--- config.mk ---
export PLATFORM = sky130hd
export DESIGN_NAME = ppfifo_mc_flat
export DESIGN_NICKNAME = d
export VERILOG_FILES = /design/src/rtl/ppfifo_mc_pkg.sv /design/src/rtl/ppfifo_mc_if.sv /design/src/rtl/ppfifo_mc_channel.sv /design/src/rtl/ppfifo_mc.sv /design/src/flat_wrapper.sv
export SDC_FILE = /design/constraint.sdc
export NUM_CORES = 1
export LEC_CHECK = 0
export ABC_CLOCK_PERIOD_IN_PS = 3230
export CORE_ASPECT_RATIO = 1.75
export CORE_UTILIZATION = 50
export CTS_BUF_LIST = sky130_fd_sc_hd__clkbuf_4 sky130_fd_sc_hd__clkbuf_8
export DETAILED_ROUTE_END_ITERATION = 8
export GPL_ROUTABILITY_DRIVEN = 0
export PLACE_DENSITY = 0.7
export SLEW_MARGIN = 20
export SYNTH_ARGS = -nofsm -noshare
export SYNTH_HDL_FRONTEND = slang
export SYNTH_HIERARCHICAL = 1
export SYNTH_SLANG_ARGS = --single-unit
--- constraint.sdc ---
create_clock -name clock -period 3.23 [get_ports clock]
set_input_delay 0.323 -clock clock [delete_from_list [all_inputs] [get_ports clock]]
set_output_delay 0.323 -clock clock [all_outputs]
set_load 0.02 [all_outputs]
--- src/rtl/ppfifo_mc_pkg.sv ---
// Shared FSM state types and width helpers for the multi-channel ping-pong FIFO.
package ppfifo_mc_pkg;

  typedef enum logic {
    W_IDLE = 1'b0,
    W_ACK  = 1'b1
  } wr_state_t;

  typedef enum logic {
    R_IDLE = 1'b0,
    R_ACK  = 1'b1
  } rd_state_t;

  function automatic int chan_width(input int n);
    int w;
    if (n <= 1) begin
      w = 1;
    end else begin
      w = $clog2(n);
    end
    return w;
  endfunction

  function automatic int level_width(input int depth);
    return $clog2(depth + 1);
  endfunction

endpackage

--- src/rtl/ppfifo_mc_if.sv ---
// Producer/consumer port bundle for ppfifo_mc; PPFIFO_MC_LEVEL_EN adds the
// per-channel level and almost_full outputs (and the DEPTH parameter they need).
interface ppfifo_mc_if
  import ppfifo_mc_pkg::*;
#(
  parameter int FIFO_WORD_SIZE = 8,
  parameter int CHANNELS       = 2
`ifdef PPFIFO_MC_LEVEL_EN
  , parameter int DEPTH        = 4
`endif
);

  localparam int CHAN_W = chan_width(CHANNELS);

  logic                      put_req;
  logic [CHAN_W-1:0]         put_chan;
  logic [FIFO_WORD_SIZE-1:0] put_value;
  logic                      put_ack;
  logic                      get_req;
  logic [CHAN_W-1:0]         get_chan;
  logic [FIFO_WORD_SIZE-1:0] get_value;
  logic                      get_ack;
  logic [CHANNELS-1:0]       full;
  logic [CHANNELS-1:0]       empty;
  logic                      chan_err;
`ifdef PPFIFO_MC_LEVEL_EN
  localparam int LVL_W = level_width(DEPTH);
  logic [LVL_W-1:0]          level [CHANNELS];
  logic [CHANNELS-1:0]       almost_full;
`endif

  modport master (
    output put_req, put_chan, put_value,
    input  put_ack,
    output get_req, get_chan,
    input  get_value, get_ack, full, empty, chan_err
`ifdef PPFIFO_MC_LEVEL_EN
    , input level, almost_full
`endif
  );

  modport slave (
    input  put_req, put_chan, put_value,
    output put_ack,
    input  get_req, get_chan,
    output get_value, get_ack, full, empty, chan_err
`ifdef PPFIFO_MC_LEVEL_EN
    , output level, almost_full
`endif
  );

endinterface

--- src/rtl/ppfifo_mc_channel.sv ---
// One circular queue of DEPTH words with registered full/empty flags;
// PPFIFO_MC_LEVEL_EN exposes the word count and an almost-full flag.
module ppfifo_mc_channel
  import ppfifo_mc_pkg::*;
#(
  parameter int FIFO_WORD_SIZE = 8,
  parameter int DEPTH          = 4,
  localparam int LVL_W         = level_width(DEPTH)
) (
  input  logic                      clock,
  input  logic                      reset,
  input  logic                      clear,
  input  logic                      wr_en,
  input  logic [FIFO_WORD_SIZE-1:0] wr_data,
  input  logic                      rd_en,
  output logic [FIFO_WORD_SIZE-1:0] rd_data,
  output logic                      full,
  output logic                      empty
`ifdef PPFIFO_MC_LEVEL_EN
  , output logic [LVL_W-1:0]        level
  , output logic                    almost_full
`endif
);

  localparam int PTR_W = $clog2(DEPTH);
  localparam logic [LVL_W-1:0] DEPTH_L = LVL_W'(DEPTH);
  localparam logic [LVL_W-1:0] ZERO_L  = {LVL_W{1'b0}};

  logic [FIFO_WORD_SIZE-1:0] mem_r [DEPTH];
  logic [PTR_W-1:0]          wr_ptr_r, wr_ptr_nxt_s;
  logic [PTR_W-1:0]          rd_ptr_r, rd_ptr_nxt_s;
  logic [LVL_W-1:0]          count_r, count_nxt_s;
  logic                      full_r, empty_r;

  // Pointer/count next state; clear wins over any push or pop in its cycle.
  always_comb begin
    wr_ptr_nxt_s = wr_ptr_r;
    rd_ptr_nxt_s = rd_ptr_r;
    count_nxt_s  = count_r;
    if (clear) begin
      wr_ptr_nxt_s = {PTR_W{1'b0}};
      rd_ptr_nxt_s = {PTR_W{1'b0}};
      count_nxt_s  = ZERO_L;
    end else begin
      if (wr_en) begin
        wr_ptr_nxt_s = wr_ptr_r + PTR_W'(1'b1);
      end else begin
        wr_ptr_nxt_s = wr_ptr_r;
      end
      if (rd_en) begin
        rd_ptr_nxt_s = rd_ptr_r + PTR_W'(1'b1);
      end else begin
        rd_ptr_nxt_s = rd_ptr_r;
      end
      case ({wr_en, rd_en})
        2'b10:   count_nxt_s = count_r + LVL_W'(1'b1);
        2'b01:   count_nxt_s = count_r - LVL_W'(1'b1);
        default: count_nxt_s = count_r;
      endcase
    end
  end

  always_ff @(posedge clock) begin
    if (reset) begin
      wr_ptr_r <= {PTR_W{1'b0}};
      rd_ptr_r <= {PTR_W{1'b0}};
      count_r  <= ZERO_L;
      full_r   <= 1'b0;
      empty_r  <= 1'b1;
    end else begin
      wr_ptr_r <= wr_ptr_nxt_s;
      rd_ptr_r <= rd_ptr_nxt_s;
      count_r  <= count_nxt_s;
      full_r   <= (count_nxt_s == DEPTH_L);
      empty_r  <= (count_nxt_s == ZERO_L);
    end
  end

  // Storage carries no reset; reads are only taken from occupied slots.
  always_ff @(posedge clock) begin
    if (wr_en && !clear) begin
      mem_r[wr_ptr_r] <= wr_data;
    end
  end

  assign rd_data = mem_r[rd_ptr_r];
  assign full    = full_r;
  assign empty   = empty_r;

`ifdef PPFIFO_MC_LEVEL_EN
  localparam logic [LVL_W-1:0] AFULL_L = LVL_W'(DEPTH - 1);
  logic almost_full_r;

  always_ff @(posedge clock) begin
    if (reset) begin
      almost_full_r <= 1'b0;
    end else begin
      almost_full_r <= (count_nxt_s >= AFULL_L);
    end
  end

  assign level       = count_r;
  assign almost_full = almost_full_r;
`endif

endmodule

--- src/rtl/ppfifo_mc.sv ---
// Multi-channel four-phase req/ack FIFO: write/read FSMs, channel decode and
// registered read data. Optional outputs are enabled by PPFIFO_MC_LEVEL_EN.
module ppfifo_mc
  import ppfifo_mc_pkg::*;
#(
  parameter int FIFO_WORD_SIZE = 8,
  parameter int DEPTH          = 4,
  parameter int CHANNELS       = 2
) (
  input logic          clock,
  input logic          reset,
  input logic          clear,
  ppfifo_mc_if.slave   bus
);

  localparam int CHAN_W = chan_width(CHANNELS);
  localparam logic [CHAN_W:0] CHAN_LIM = (CHAN_W + 1)'(CHANNELS);

  wr_state_t                 wr_state_r, wr_state_nxt_s;
  rd_state_t                 rd_state_r, rd_state_nxt_s;
  logic                      put_ack_r, get_ack_r;
  logic                      put_accept_s, get_accept_s;
  logic                      put_ok_s, get_ok_s;
  logic [FIFO_WORD_SIZE-1:0] get_value_r;
  logic                      chan_err_r;
  logic [CHANNELS-1:0]       full_s, empty_s;
  logic [CHANNELS-1:0]       wr_en_s, rd_en_s;
  logic [FIFO_WORD_SIZE-1:0] rd_data_s [CHANNELS];

  assign put_ok_s = ({1'b0, bus.put_chan} < CHAN_LIM);
  assign get_ok_s = ({1'b0, bus.get_chan} < CHAN_LIM);

  // Write handshake: one word per req/ack cycle, gated by the registered full flag.
  always_comb begin
    wr_state_nxt_s = wr_state_r;
    put_accept_s   = 1'b0;
    case (wr_state_r)
      W_IDLE: begin
        if (bus.put_req && put_ok_s && !full_s[bus.put_chan] && !clear) begin
          put_accept_s   = 1'b1;
          wr_state_nxt_s = W_ACK;
        end else begin
          wr_state_nxt_s = W_IDLE;
        end
      end
      W_ACK: begin
        if (!bus.put_req) begin
          wr_state_nxt_s = W_IDLE;
        end else begin
          wr_state_nxt_s = W_ACK;
        end
      end
      default: wr_state_nxt_s = W_IDLE;
    endcase
  end

  // Read handshake: registered empty flag means a same-cycle write cannot fall through.
  always_comb begin
    rd_state_nxt_s = rd_state_r;
    get_accept_s   = 1'b0;
    case (rd_state_r)
      R_IDLE: begin
        if (bus.get_req && get_ok_s && !empty_s[bus.get_chan] && !clear) begin
          get_accept_s   = 1'b1;
          rd_state_nxt_s = R_ACK;
        end else begin
          rd_state_nxt_s = R_IDLE;
        end
      end
      R_ACK: begin
        if (!bus.get_req) begin
          rd_state_nxt_s = R_IDLE;
        end else begin
          rd_state_nxt_s = R_ACK;
        end
      end
      default: rd_state_nxt_s = R_IDLE;
    endcase
  end

  always_ff @(posedge clock) begin
    if (reset) begin
      wr_state_r  <= W_IDLE;
      rd_state_r  <= R_IDLE;
      put_ack_r   <= 1'b0;
      get_ack_r   <= 1'b0;
      get_value_r <= {FIFO_WORD_SIZE{1'b0}};
      chan_err_r  <= 1'b0;
    end else begin
      wr_state_r <= wr_state_nxt_s;
      rd_state_r <= rd_state_nxt_s;
      put_ack_r  <= (wr_state_nxt_s == W_ACK);
      get_ack_r  <= (rd_state_nxt_s == R_ACK);
      if (get_accept_s) begin
        get_value_r <= rd_data_s[bus.get_chan];
      end else begin
        get_value_r <= get_value_r;
      end
      if ((bus.put_req && !put_ok_s) || (bus.get_req && !get_ok_s)) begin
        chan_err_r <= 1'b1;
      end else begin
        chan_err_r <= chan_err_r;
      end
    end
  end

  for (genvar c = 0; c < CHANNELS; c++) begin : g_chan
    assign wr_en_s[c] = put_accept_s && (bus.put_chan == CHAN_W'(c));
    assign rd_en_s[c] = get_accept_s && (bus.get_chan == CHAN_W'(c));

    ppfifo_mc_channel #(
      .FIFO_WORD_SIZE (FIFO_WORD_SIZE),
      .DEPTH          (DEPTH)
    ) u_chan (
      .clock       (clock),
      .reset       (reset),
      .clear       (clear),
      .wr_en       (wr_en_s[c]),
      .wr_data     (bus.put_value),
      .rd_en       (rd_en_s[c]),
      .rd_data     (rd_data_s[c]),
      .full        (full_s[c]),
      .empty       (empty_s[c])
`ifdef PPFIFO_MC_LEVEL_EN
      , .level       (bus.level[c])
      , .almost_full (bus.almost_full[c])
`endif
    );
  end

  assign bus.put_ack   = put_ack_r;
  assign bus.get_ack   = get_ack_r;
  assign bus.get_value = get_value_r;
  assign bus.full      = full_s;
  assign bus.empty     = empty_s;
  assign bus.chan_err  = chan_err_r;

endmodule

--- src/flat_wrapper.sv ---
// flat-port wrapper written by rule: the top's interface ports become plain ports
module ppfifo_mc_flat import ppfifo_mc_pkg::*;
#(
  parameter int FIFO_WORD_SIZE = 8,
  parameter int DEPTH          = 4,
  parameter int CHANNELS       = 2
)
  (clock, reset, clear, bus_put_req, bus_put_chan, bus_put_value, bus_put_ack, bus_get_req, bus_get_chan, bus_get_value, bus_get_ack, bus_full, bus_empty, bus_chan_err);
  ppfifo_mc_if #(.FIFO_WORD_SIZE(FIFO_WORD_SIZE), .CHANNELS(CHANNELS)) bus_i ();
  input logic clock;
  input logic reset;
  input logic clear;
  input wire logic [$bits(bus_i.put_req)-1:0] bus_put_req;
  input wire logic [$bits(bus_i.put_chan)-1:0] bus_put_chan;
  input wire logic [$bits(bus_i.put_value)-1:0] bus_put_value;
  output wire logic [$bits(bus_i.put_ack)-1:0] bus_put_ack;
  input wire logic [$bits(bus_i.get_req)-1:0] bus_get_req;
  input wire logic [$bits(bus_i.get_chan)-1:0] bus_get_chan;
  output wire logic [$bits(bus_i.get_value)-1:0] bus_get_value;
  output wire logic [$bits(bus_i.get_ack)-1:0] bus_get_ack;
  output wire logic [$bits(bus_i.full)-1:0] bus_full;
  output wire logic [$bits(bus_i.empty)-1:0] bus_empty;
  output wire logic [$bits(bus_i.chan_err)-1:0] bus_chan_err;
  assign bus_i.put_req = bus_put_req;
  assign bus_i.put_chan = bus_put_chan;
  assign bus_i.put_value = bus_put_value;
  assign bus_put_ack = bus_i.put_ack;
  assign bus_i.get_req = bus_get_req;
  assign bus_i.get_chan = bus_get_chan;
  assign bus_get_value = bus_i.get_value;
  assign bus_get_ack = bus_i.get_ack;
  assign bus_full = bus_i.full;
  assign bus_empty = bus_i.empty;
  assign bus_chan_err = bus_i.chan_err;
  ppfifo_mc #(.FIFO_WORD_SIZE(FIFO_WORD_SIZE), .DEPTH(DEPTH), .CHANNELS(CHANNELS)) u_core (.clock(clock), .reset(reset), .clear(clear), .bus(bus_i));
endmodule
=== Word-level counts from Yosys, hierarchy flattened ===
Memory sizes are Yosys's and may differ from the RTL's. A register that Yosys moved wholly into a read port is not among the register bits.
Index checks and enable logic that the tools add are counted.

* Add/subtract/negate cells: 8
* Order comparisons: 3
* Eq/ne operators: 6
* Mux-type cells: 27
* Bitwise gates (word level): 5
* Reduce and logical (&&, ||, !) cells: 16

{| class="wikitable"
|+ Operators by type and width
! operator !! number
|-
| $mux W8 || 3
|-
| $mux W1 || 14
|-
| $pmux W3 S2 || 2
|-
| $logic_and A1 B1 Y1 || 10
|-
| $add A2 B1 Y2 const B || 4
|-
| $mux W2 || 4
|-
| $add A3 B1 Y3 const B || 2
|-
| $eq A3 B3 Y1 const B || 2
|-
| $logic_not A3 Y1 || 2
|-
| $mux W3 || 2
|-
| $sub A3 B1 Y3 const B || 2
|-
| $eq A2 B1 Y1 const B || 2
|-
| $eq A2 B2 Y1 const B || 2
|-
| $lt A1 B2 Y1 const B || 2
|-
| $not A1 Y1 || 4
|-
| $pmux W1 S2 || 2
|-
| $logic_not A1 Y1 || 3
|-
| $ge A2 B2 Y1 const B || 1
|-
| $not A1 Y2 || 1
|-
| $reduce_or A2 Y1 || 1
|}

* Register bits: 28
* Bits in writable memories: 64
* Bits of input ports: 15
* Output and inout bits: 15
* Word-level logic and storage cells: 80
* Memories: 2

{| class="wikitable"
|+ Memories
! memory !! depth !! width !! read ports !! clocked after memory_dff !! write ports !! line !! RTL
|-
| u_core.g_chan[0].u_chan.mem_r || 4 || 8 || 1 || 1 || 1 || ppfifo_mc_channel.sv:29 || <nowiki>logic [FIFO_WORD_SIZE-1:0] mem_r [DEPTH];</nowiki>
|-
| u_core.g_chan[1].u_chan.mem_r || 4 || 8 || 1 || 1 || 1 || ppfifo_mc_channel.sv:29 ||
|}

=== Logic depth before layout (Yosys ltp) ===
Gate-level depths: netlist of the first run.

* Word-level depth: 12
* Depth in mapped cells: 9
* Gate-level depth less buffers: 9

=== Cells and area by module ===
Netlist of the first run, hierarchy kept.

{| class="wikitable"
|+ By module, submodules not included
! module !! times used !! cells an instance !! area an instance (um^2) !! seq. area each (um^2)
|-
| ppfifo_mc_channel || 2 || 92 || 1,661.6 || 1,181.1
|-
| ppfifo_mc || 1 || 56 || 565.5 || 200.2
|}

=== Least setup slack after synthesis of the first run ===
OpenSTA, ideal clock, no wires.

* Kind: register to register
* Start point: register u_core/bus.put_ack (netlist name)
* End point: register u_core.g_chan[1].u_chan.empty_r
* Setup time: 0.116 ns
* Data arrival time: 2.323 ns
* Data required time: 3.114 ns
* Setup slack: 0.791 ns
* Stages on the path, launching flop included: 10
* Buffers on the path: 0
* Clock period less this slack: 2.439 ns
* Cell sequence: dfxtp_1 -> nor2_1 -> nand2_1 -> nor3b_1 -> inv_1 -> ha_1 -> fa_1 -> xnor2_1 -> or4_4 -> o211a_1

{| class="wikitable"
|+ RTL lines
! element !! line !! RTL
|-
| to (signal assigned) || ppfifo_mc_channel.sv:75 || <nowiki>empty_r <= (count_nxt_s == ZERO_L);</nowiki>
|-
| to (decl) || ppfifo_mc_channel.sv:33 || <nowiki>logic full_r, empty_r;</nowiki>
|}

=== Worst setup path after layout of the first run ===
* Start point: input clear
* End point: register u_core.g_chan[1].u_chan.empty_r

* Word-level cells in the longest chain between the ends: 9
* Elaborated cells on any way between the ends: 14
* Classes of those cells: eq/ne (2); mux (6); reduce/logical (6)

{| class="wikitable"
|+ Ends and longest elaborated chain
! element !! line !! RTL
|-
| from (decl) || flat_wrapper.sv:12 || <nowiki>input logic clear;</nowiki>
|-
| $logic_not A1 Y1 (*) || ppfifo_mc.sv:39 || <nowiki>if (bus.put_req && put_ok_s && !full_s[bus.put_chan] && !clear) begin</nowiki>
|-
| $logic_and A1 B1 Y1 (*) || ppfifo_mc.sv:39 ||
|-
| $mux W1 (*) || ppfifo_mc.sv:39 ||
|-
| $mux W1 (*) || ppfifo_mc.sv:37 || <nowiki>case (wr_state_r)</nowiki>
|-
| $logic_and A1 B1 Y1 (*) || ppfifo_mc.sv:108 || <nowiki>assign wr_en_s[c] = put_accept_s && (bus.put_chan == CHAN_W'(c));</nowiki>
|-
| named net u_core.wr_en_s[1] || ppfifo_mc.sv:27 || <nowiki>logic [CHANNELS-1:0] wr_en_s, rd_en_s;</nowiki>
|-
| $eq A2 B1 Y1 / $eq A2 B2 Y1 (equally long branches) || ppfifo_mc_channel.sv:55 || <nowiki>case ({wr_en, rd_en})</nowiki>
|-
| $pmux W3 S2 (*) || ppfifo_mc_channel.sv:55 ||
|-
| $mux W3 (*) || ppfifo_mc_channel.sv:40 || <nowiki>if (clear) begin</nowiki>
|-
| $logic_not A3 Y1 (*) || ppfifo_mc_channel.sv:75 ||
|}

The timed path passes the listed nets; every way through them passes the cells marked *.
A chain may end at the register's enable or synchronous reset.

==> results.txt, run 1 <==
status = finished, final reports clean
Syn Std Cell Area = 0.00389 sq mm
Cells after DPL = 352
post-route ant nets = 0
hold endpoint = u_core/bus.put_ack$_SDFF_PP0_
vias = 2,052
# DRC = 0
Final Hold Violating Endpoints = 0
WP data required = 3480 ps
Setup Crit Path Kind = primary input to flop
# diodes = 0
Remaining Overflow, GRT = 0
P_leak = 1.49 nW
buffers added on ports = 28
Yosys cell types = 34
yosys warns = 6
die area = 0.00815 sq mm
Slew Limit Fails = 0
Via density = 5.58
Critical R2R Capture = u_core/g_chan[1].u_chan/empty$_SDFF_PP1_
num rows = 42
WL per Instance = 18.6 microns
Post-Syn Area per Cell = 16.2 sq um
RR Startpoint = u_core/bus.put_ack$_SDFF_PP0_
vias in the first global route = 2,091
Seq/Total Area, Yosys = 65.9%
Post-Route Skew = 9.41 ps
CTS Sinks = 96
Die H = 119 microns
RSZ-0062 raised after global routing = false
syn_nets = 267
grt met3 use = 4.34%
CP startpoint kind = primary input
clk buf depth = 2
Slew HR = 59.9%
Mapped Cells = 240
Hold Crit Start = u_core/bus.put_ack$_SDFF_PP0_
first-pass GRT wire length = 10,600 microns
dpl hpwl = 4830 microns
CP Data Arrival Time = 2700 ps
clock slew at reported path FFs = 80 ps
initial core utilization = 51.4%
final WL = 6850 microns
most frequent cells in the layout = edfxtp_1 (64), dfxtp_1 (32), clkdlybuf4s50_1 (28), nor2_1 (18), mux4_2 (16)
Die Width = 68.7 microns
Clk Latency, worst-skew pair = 350 ps
initial antenna violation count = 0
Setup violations, final = 0
Initial DRT Pass Iterations = 4
Layout area overhead = 14.2%
actual slew at the worst max-slew pin = 601 ps
Iteration-0 DRC Markers = 120
Root Driver = clkbuf_8
GRT Max-Usage Layer = met2
Ports = 30
met2 Use GR = 32.4%
Worst Hold Depth = 2
crit path time final = 2450 ps
routing usage on met1 = 22.2%
Post-CTS Setup Inserts = 0
HP Class = flop to flop
H-tree Lvls = 3
largest net degree at the start of global routing = 16
most common cell after layout, fill and taps aside = edfxtp_1
Synth Register Bits = 96
CTS Hold Buffers Added = 0
Post-Layout Cell Count = 368
# nets final = 302
worst reg-to-reg path cell count = 9
CTS buffer count = 9
final worst path period share = 75.7%
CP Max Fanout = 3
share of cells above drive strength 1 = 17.5%
pwr dens = 477 mW/mm^2
Total GRT Usage = 19.2%
VDD IR max = 0.279 mV
Tot Pwr = 2.12 mW
Max Cap Violations = 0
nature of the critical path endpoint = flop
CTS resizes = 0
Core Area = 0.00757 sq mm
Setup TNS Final = 0 ps
Worst R2R Setup Slack = 870 ps
highest clock rate = 0.409 GHz
CTS tree = done
-- how the worst max path moves through the flow --
stage | startpoint | end | slack (ps)
3_5_place_dp | clear | u_core/g_chan[1].u_chan/empty$_SDFF_PP1_ | 430
6_report | clear | u_core/g_chan[1].u_chan/empty$_SDFF_PP1_ | 780
3_3_place_gp | clear | u_core/g_chan[1].u_chan/empty$_SDFF_PP1_ | 450
2_1_floorplan | u_core/bus.put_ack$_SDFF_PP0_ | u_core/g_chan[1].u_chan/empty$_SDFF_PP1_ | 790
4_1_cts | clear | u_core/g_chan[1].u_chan/empty$_SDFF_PP1_ | 810
5_1_grt | clear | u_core/g_chan[1].u_chan/empty$_SDFF_PP1_ | 610
-- kinds of logic (layout without fill, tap and decap cells) --
kind of cell             count (synthesis)  after routing  share of synthesized area [%]
adder cells (fa/ha/maj)                 12             12                           4.25
AO/OA/AOI/OAI                           26             26                           5.60
flip-flops                              96             96                           65.9
multiplexers                            30             30                           13.0
XOR/XNOR                                 8              8                           1.80
buffers and inverters                   18             58                           2.41
other                                    1              1                         0.0964
AND/OR/NAND/NOR                         49             49                           6.98
-- Yosys cell counts (all sizes together) --
library cell	instances	area share, %
inv	8	0.77
nor3b	4	1.1
nor2	18	1.7
fa	2	1.0
clkbuf	1	0.096
o22ai	2	0.32
mux4	16	9.3
xor2	2	0.45
nand2	5	0.48
and2	9	1.4
buf	9	1.5
or2	2	0.32
o211ai	2	0.39
a211oi	8	2.6
nand2b	4	0.64
dfxtp	32	16
or4	2	0.58
mux2i	14	3.7
a21oi	9	1.2
nand3	1	0.13
o211a	2	0.51
nor3	2	0.26
edfxtp	64	49
a2bb2oi	2	0.45
ha	10	3.2
conb	1	0.096
and3	2	0.32
a22oi	1	0.19
xnor2	6	1.4
-- layer usage --
metal | vias to the layer above | share of wire [%]
met5 | - | 0
met4 | 0 | 2.0
met3 | 10 | 3.1
met2 | 41 | 54
met1 | 1031 | 41
li1 | 970 | -
-- final cells by class --
cell class | instances | area, sq um
Tap cell | 88 | 110
Fill cell | 610 | 3130
Clock inverter | 5 | 30.0
Multi-Input combinational cell | 126 | 1230
Timing Repair Buffer | 34 | 325
Sequential cell | 96 | 2560
Clock buffer | 11 | 151
Inverter | 8 | 30.0
-- flip-flops by register name (all words and copies together), names as in the netlist, named ones only --
register and count:
u_core/g_chan.u_chan/count_r 6, u_core/g_chan.u_chan/wr_ptr_r 4, u_core/bus.get_value 8, u_core/bus.put_ack 1, u_core/bus.get_ack 1, u_core/g_chan.u_chan/full 2
u_core/g_chan.u_chan/empty 2, u_core/g_chan.u_chan/rd_ptr_r 4, u_core/g_chan.u_chan/mem_r 64
-- through the flow --
step / instance area (sq um) / util [%] / hold slack, ps / setup slack [ps]
2_1_floorplan: 3890 / - / 422 / 791
3_3_place_gp: 4260 / 56.3 / 508 / 450
3_5_place_dp: 4260 / 56.3 / 516 / 425
4_1_cts: 4440 / 58.7 / 543 / 811
6_report: 4440 / 58.7 / 542 / 785
5_1_grt: 4440 / 58.7 / 580 / 607
-- power by group --
part	internal [mW]	switching [mW]
registers	1.31	0.00427
clock network	0.318	0.388
logic	0.0435	0.0521
total	1.68	0.444
-- worst max-delay path, stage by stage --
cell and delay [ps]:
clkdlybuf4s50_1 420, nor2_1 100, nand2_1 80, nor3b_1 310
inv_1 110, ha_1 250, fa_1 380, xnor2_1 150
or4_4 430, o211a_1 140
Note: power is estimated with default switching activity, not from simulation.
==> inputs of run 2 (changes only) <==
- ABC_CLOCK_PERIOD_IN_PS: 3230 -> 2300
- clock period: 3.23 -> 2.3 ns (I/O delays scaled with it)
==> run 2 against run 1 <==
  * Die area did not move
  * Clock power is 60% higher
  * Wire length is 2.8% higher
  * Cell count rose by 6.8%
==> results.txt, run 2 (synthesis gave the netlist of run 1 again) <==
highest clock rate = 0.444 GHz
Ports = 30 (unchanged)
CP Buf/Inv Count = 3 (+1)
Post-Route Skew = 12.4 ps (+3.00 ps)
Die Width = 68.7 microns (unchanged)
largest net degree at the start of global routing = 16 (unchanged)
Final Hold Violating Endpoints = 0 (unchanged)
share of cells above drive strength 1 = 28.2% (+11 points)
RR Startpoint = u_core/bus.put_ack$_SDFF_PP0_
worst setup margin = 49.1 ps (-736 ps)
RSZ-0062 raised after global routing = true
Setup Crit Path Kind = primary input to flop
P_leak = 1.66 nW (+12%)
status = finished, final reports clean
initial core utilization = 51.4% (unchanged)
initial antenna violation count = 0 (unchanged)
H-tree Lvls = 3 (unchanged)
dpl hpwl = 5090 microns (+5.5%)
Worst R2R Setup Slack = 60 ps (-810 ps)
vias in the first global route = 2,210 (+5.7%)
buffers added on ports = 28 (unchanged)
FF/Latch Area = 0.00257 sq mm (+0.15%)
CTS tree = done
Via density = 5.50 (-1.4%)
Initial DRT Pass Iterations = 4 (unchanged)
pwr dens = 650 mW/mm^2 (+36%)
slowest CP cell = clkdlybuf4s50_1
Iteration-0 DRC Markers = 165 (+38%)
Reg with most FFs = u_core/g_chan.u_chan/mem_r
hold endpoint = u_core/bus.put_ack$_SDFF_PP0_
Critical R2R Capture = u_core/g_chan[0].u_chan/empty$_SDFF_PP1_
WP data required = 2550 ps (-930 ps)
area of the multi-input gates = 0.00129 sq mm (+4.6%)
Max Cap Violations = 0 (unchanged)
Worst Hold Depth = 2 (unchanged)
Setup violations, final = 0 (unchanged)
crit path time final = 2250 ps
die area = 0.00815 sq mm (unchanged)
max reg flops = 64 (unchanged)
clk buf depth = 2 (unchanged)
Layout area overhead = 24.1%
VDD IR max = 0.281 mV (+0.86%)
CP max stage delay = 560 ps (+130 ps)
# nets final = 327 (+8.3%)
nature of the critical path endpoint = flop
CTS Sinks = 96 (unchanged)
CTS buffer count = 9 (unchanged)
Hold Crit Start = bus_put_req
final worst path period share = 97.9%
Setup WS pre-CTS = -315 ps (-740 ps)
Fin Hold WS = 528 ps (-14.0 ps)
worst-path cell chain = clkdlybuf4s50_1, buf_6, inv_1, nand3_1, nor3_1, ha_2, fa_2, xnor2_2, or4_4, o211a_1
routed metal-1 wire length = 2690 microns (-3.7%)
final core occ = 63.8% (+5.1 points)
top cell family by delay on the critical path = buffers and inverters
vias = 2,160 (+5.3%)
# DRC = 0 (unchanged)
number of fill cells = 585 (-4.1%)
first-pass GRT wire length = 11,100 microns (+4.3%)
Tot Pwr = 3.13 mW (+48%)
Die H = 119 microns (unchanged)
CP startpoint kind = primary input
Root Driver = clkbuf_8
final WL = 7040 microns (+2.8%)
post-route ant nets = 0 (unchanged)
Slew Limit Fails = 0 (unchanged)
WL per Instance = 17.9 microns (-3.8%)
DR WL met3 = 221 microns (+4.7%)
Clk Latency, worst-skew pair = 350 ps (about the same)
HP Class = primary input to flop
top routing layer used = met4
CP Data Arrival Time = 2500 ps (-200 ps)
most common cell after layout, fill and taps aside = edfxtp_1
clock slew at reported path FFs = 90 ps (about the same)
Total GRT Usage = 19.9% (+0.66 points)
routed wl met2 = 3990 microns (+7.4%)
most frequent cells in the layout = edfxtp_1 (64), dfxtp_1 (31), clkdlybuf4s50_1 (28), buf_4 (22), nor2_1 (17)
Remaining Overflow, GRT = 0 (unchanged)
num rows = 42 (unchanged)
worst reg-to-reg path cell count = 9 (unchanged)
CP Max Fanout = 10 (+7)
# diodes = 0 (unchanged)
Core Area = 0.00757 sq mm (unchanged)
-- run 2: cell types whose count changed in the layout (fill, tap and decap cells not counted), moves of 2 or more --
cell,delta
buf_12,+8
buf_4,+16
clkbuf_4,+3
clkinvlp_4,-2
fa_1,-2
fa_2,+2
ha_1,-2
ha_2,+2
xnor2_1,-2
xnor2_2,+2
-- run 2: metal layers --
metal,up-vias,GRT usage (%)
met5,-,0
met4,0,9.77
met3,10,5.41
met2,40,33.5
met1,1090,22.0
li1,1020,-
-- run 2: cell type report --
cell class              instances  share of cell area, %
flip-flops and latches         96                   53.2
multi-input cells             126                   26.7
repair buffers                 59                   12.8
clock buffers                  14                   3.60
well taps                      88                   2.28
clock inverters                 2                  0.804
inverters                       8                  0.622
-- run 2: per-stage QoR --
stage / instances / area [sq um] / TNS [ps]
after floorplan: 240 / 3900 / -27.3
after global placement: 376 / 4550 / -1140
after detailed placement: 376 / 4550 / -1490
after CTS: 392 / 4760 / 0
after global routing: 393 / 4820 / -83.8
final: 393 / 4820 / 0
-- run 2: power by group --
part / leakage [nW] / internal, mW / switching, mW / total, mW
sequential: 0.835 / 1.85 / 0.00650 / 1.85
combinational: 0.718 / 0.0776 / 0.0787 / 0.156
clock: 0.111 / 0.601 / 0.525 / 1.13
-- run 2: worst max path at each step --
| stage | from | endpoint | depth (start not counted) |
|---|---|---|---|
| floorplan | u_core/bus.put_ack$_SDFF_PP0_ | u_core/g_chan[1].u_chan/empty$_SDFF_PP1_ | 9 |
| global placement | clear | u_core/g_chan[1].u_chan/empty$_SDFF_PP1_ | 10 |
| detailed placement | clear | u_core/g_chan[1].u_chan/empty$_SDFF_PP1_ | 10 |
| CTS | u_core/bus.put_ack$_SDFF_PP0_ | u_core/g_chan[1].u_chan/empty$_SDFF_PP1_ | 9 |
| global route | u_core/bus.put_ack$_SDFF_PP0_ | u_core/g_chan[0].u_chan/empty$_SDFF_PP1_ | 9 |
| finish | clear | u_core/g_chan[0].u_chan/empty$_SDFF_PP1_ | 10 |
-- run 2: repair_timing --
action	in CTS	in global routing
endpoints found under the hold margin	0	0
hold buffers	0	0
resized for setup	0	14
endpoints found under the setup margin	0	4
setup buffers	0	1
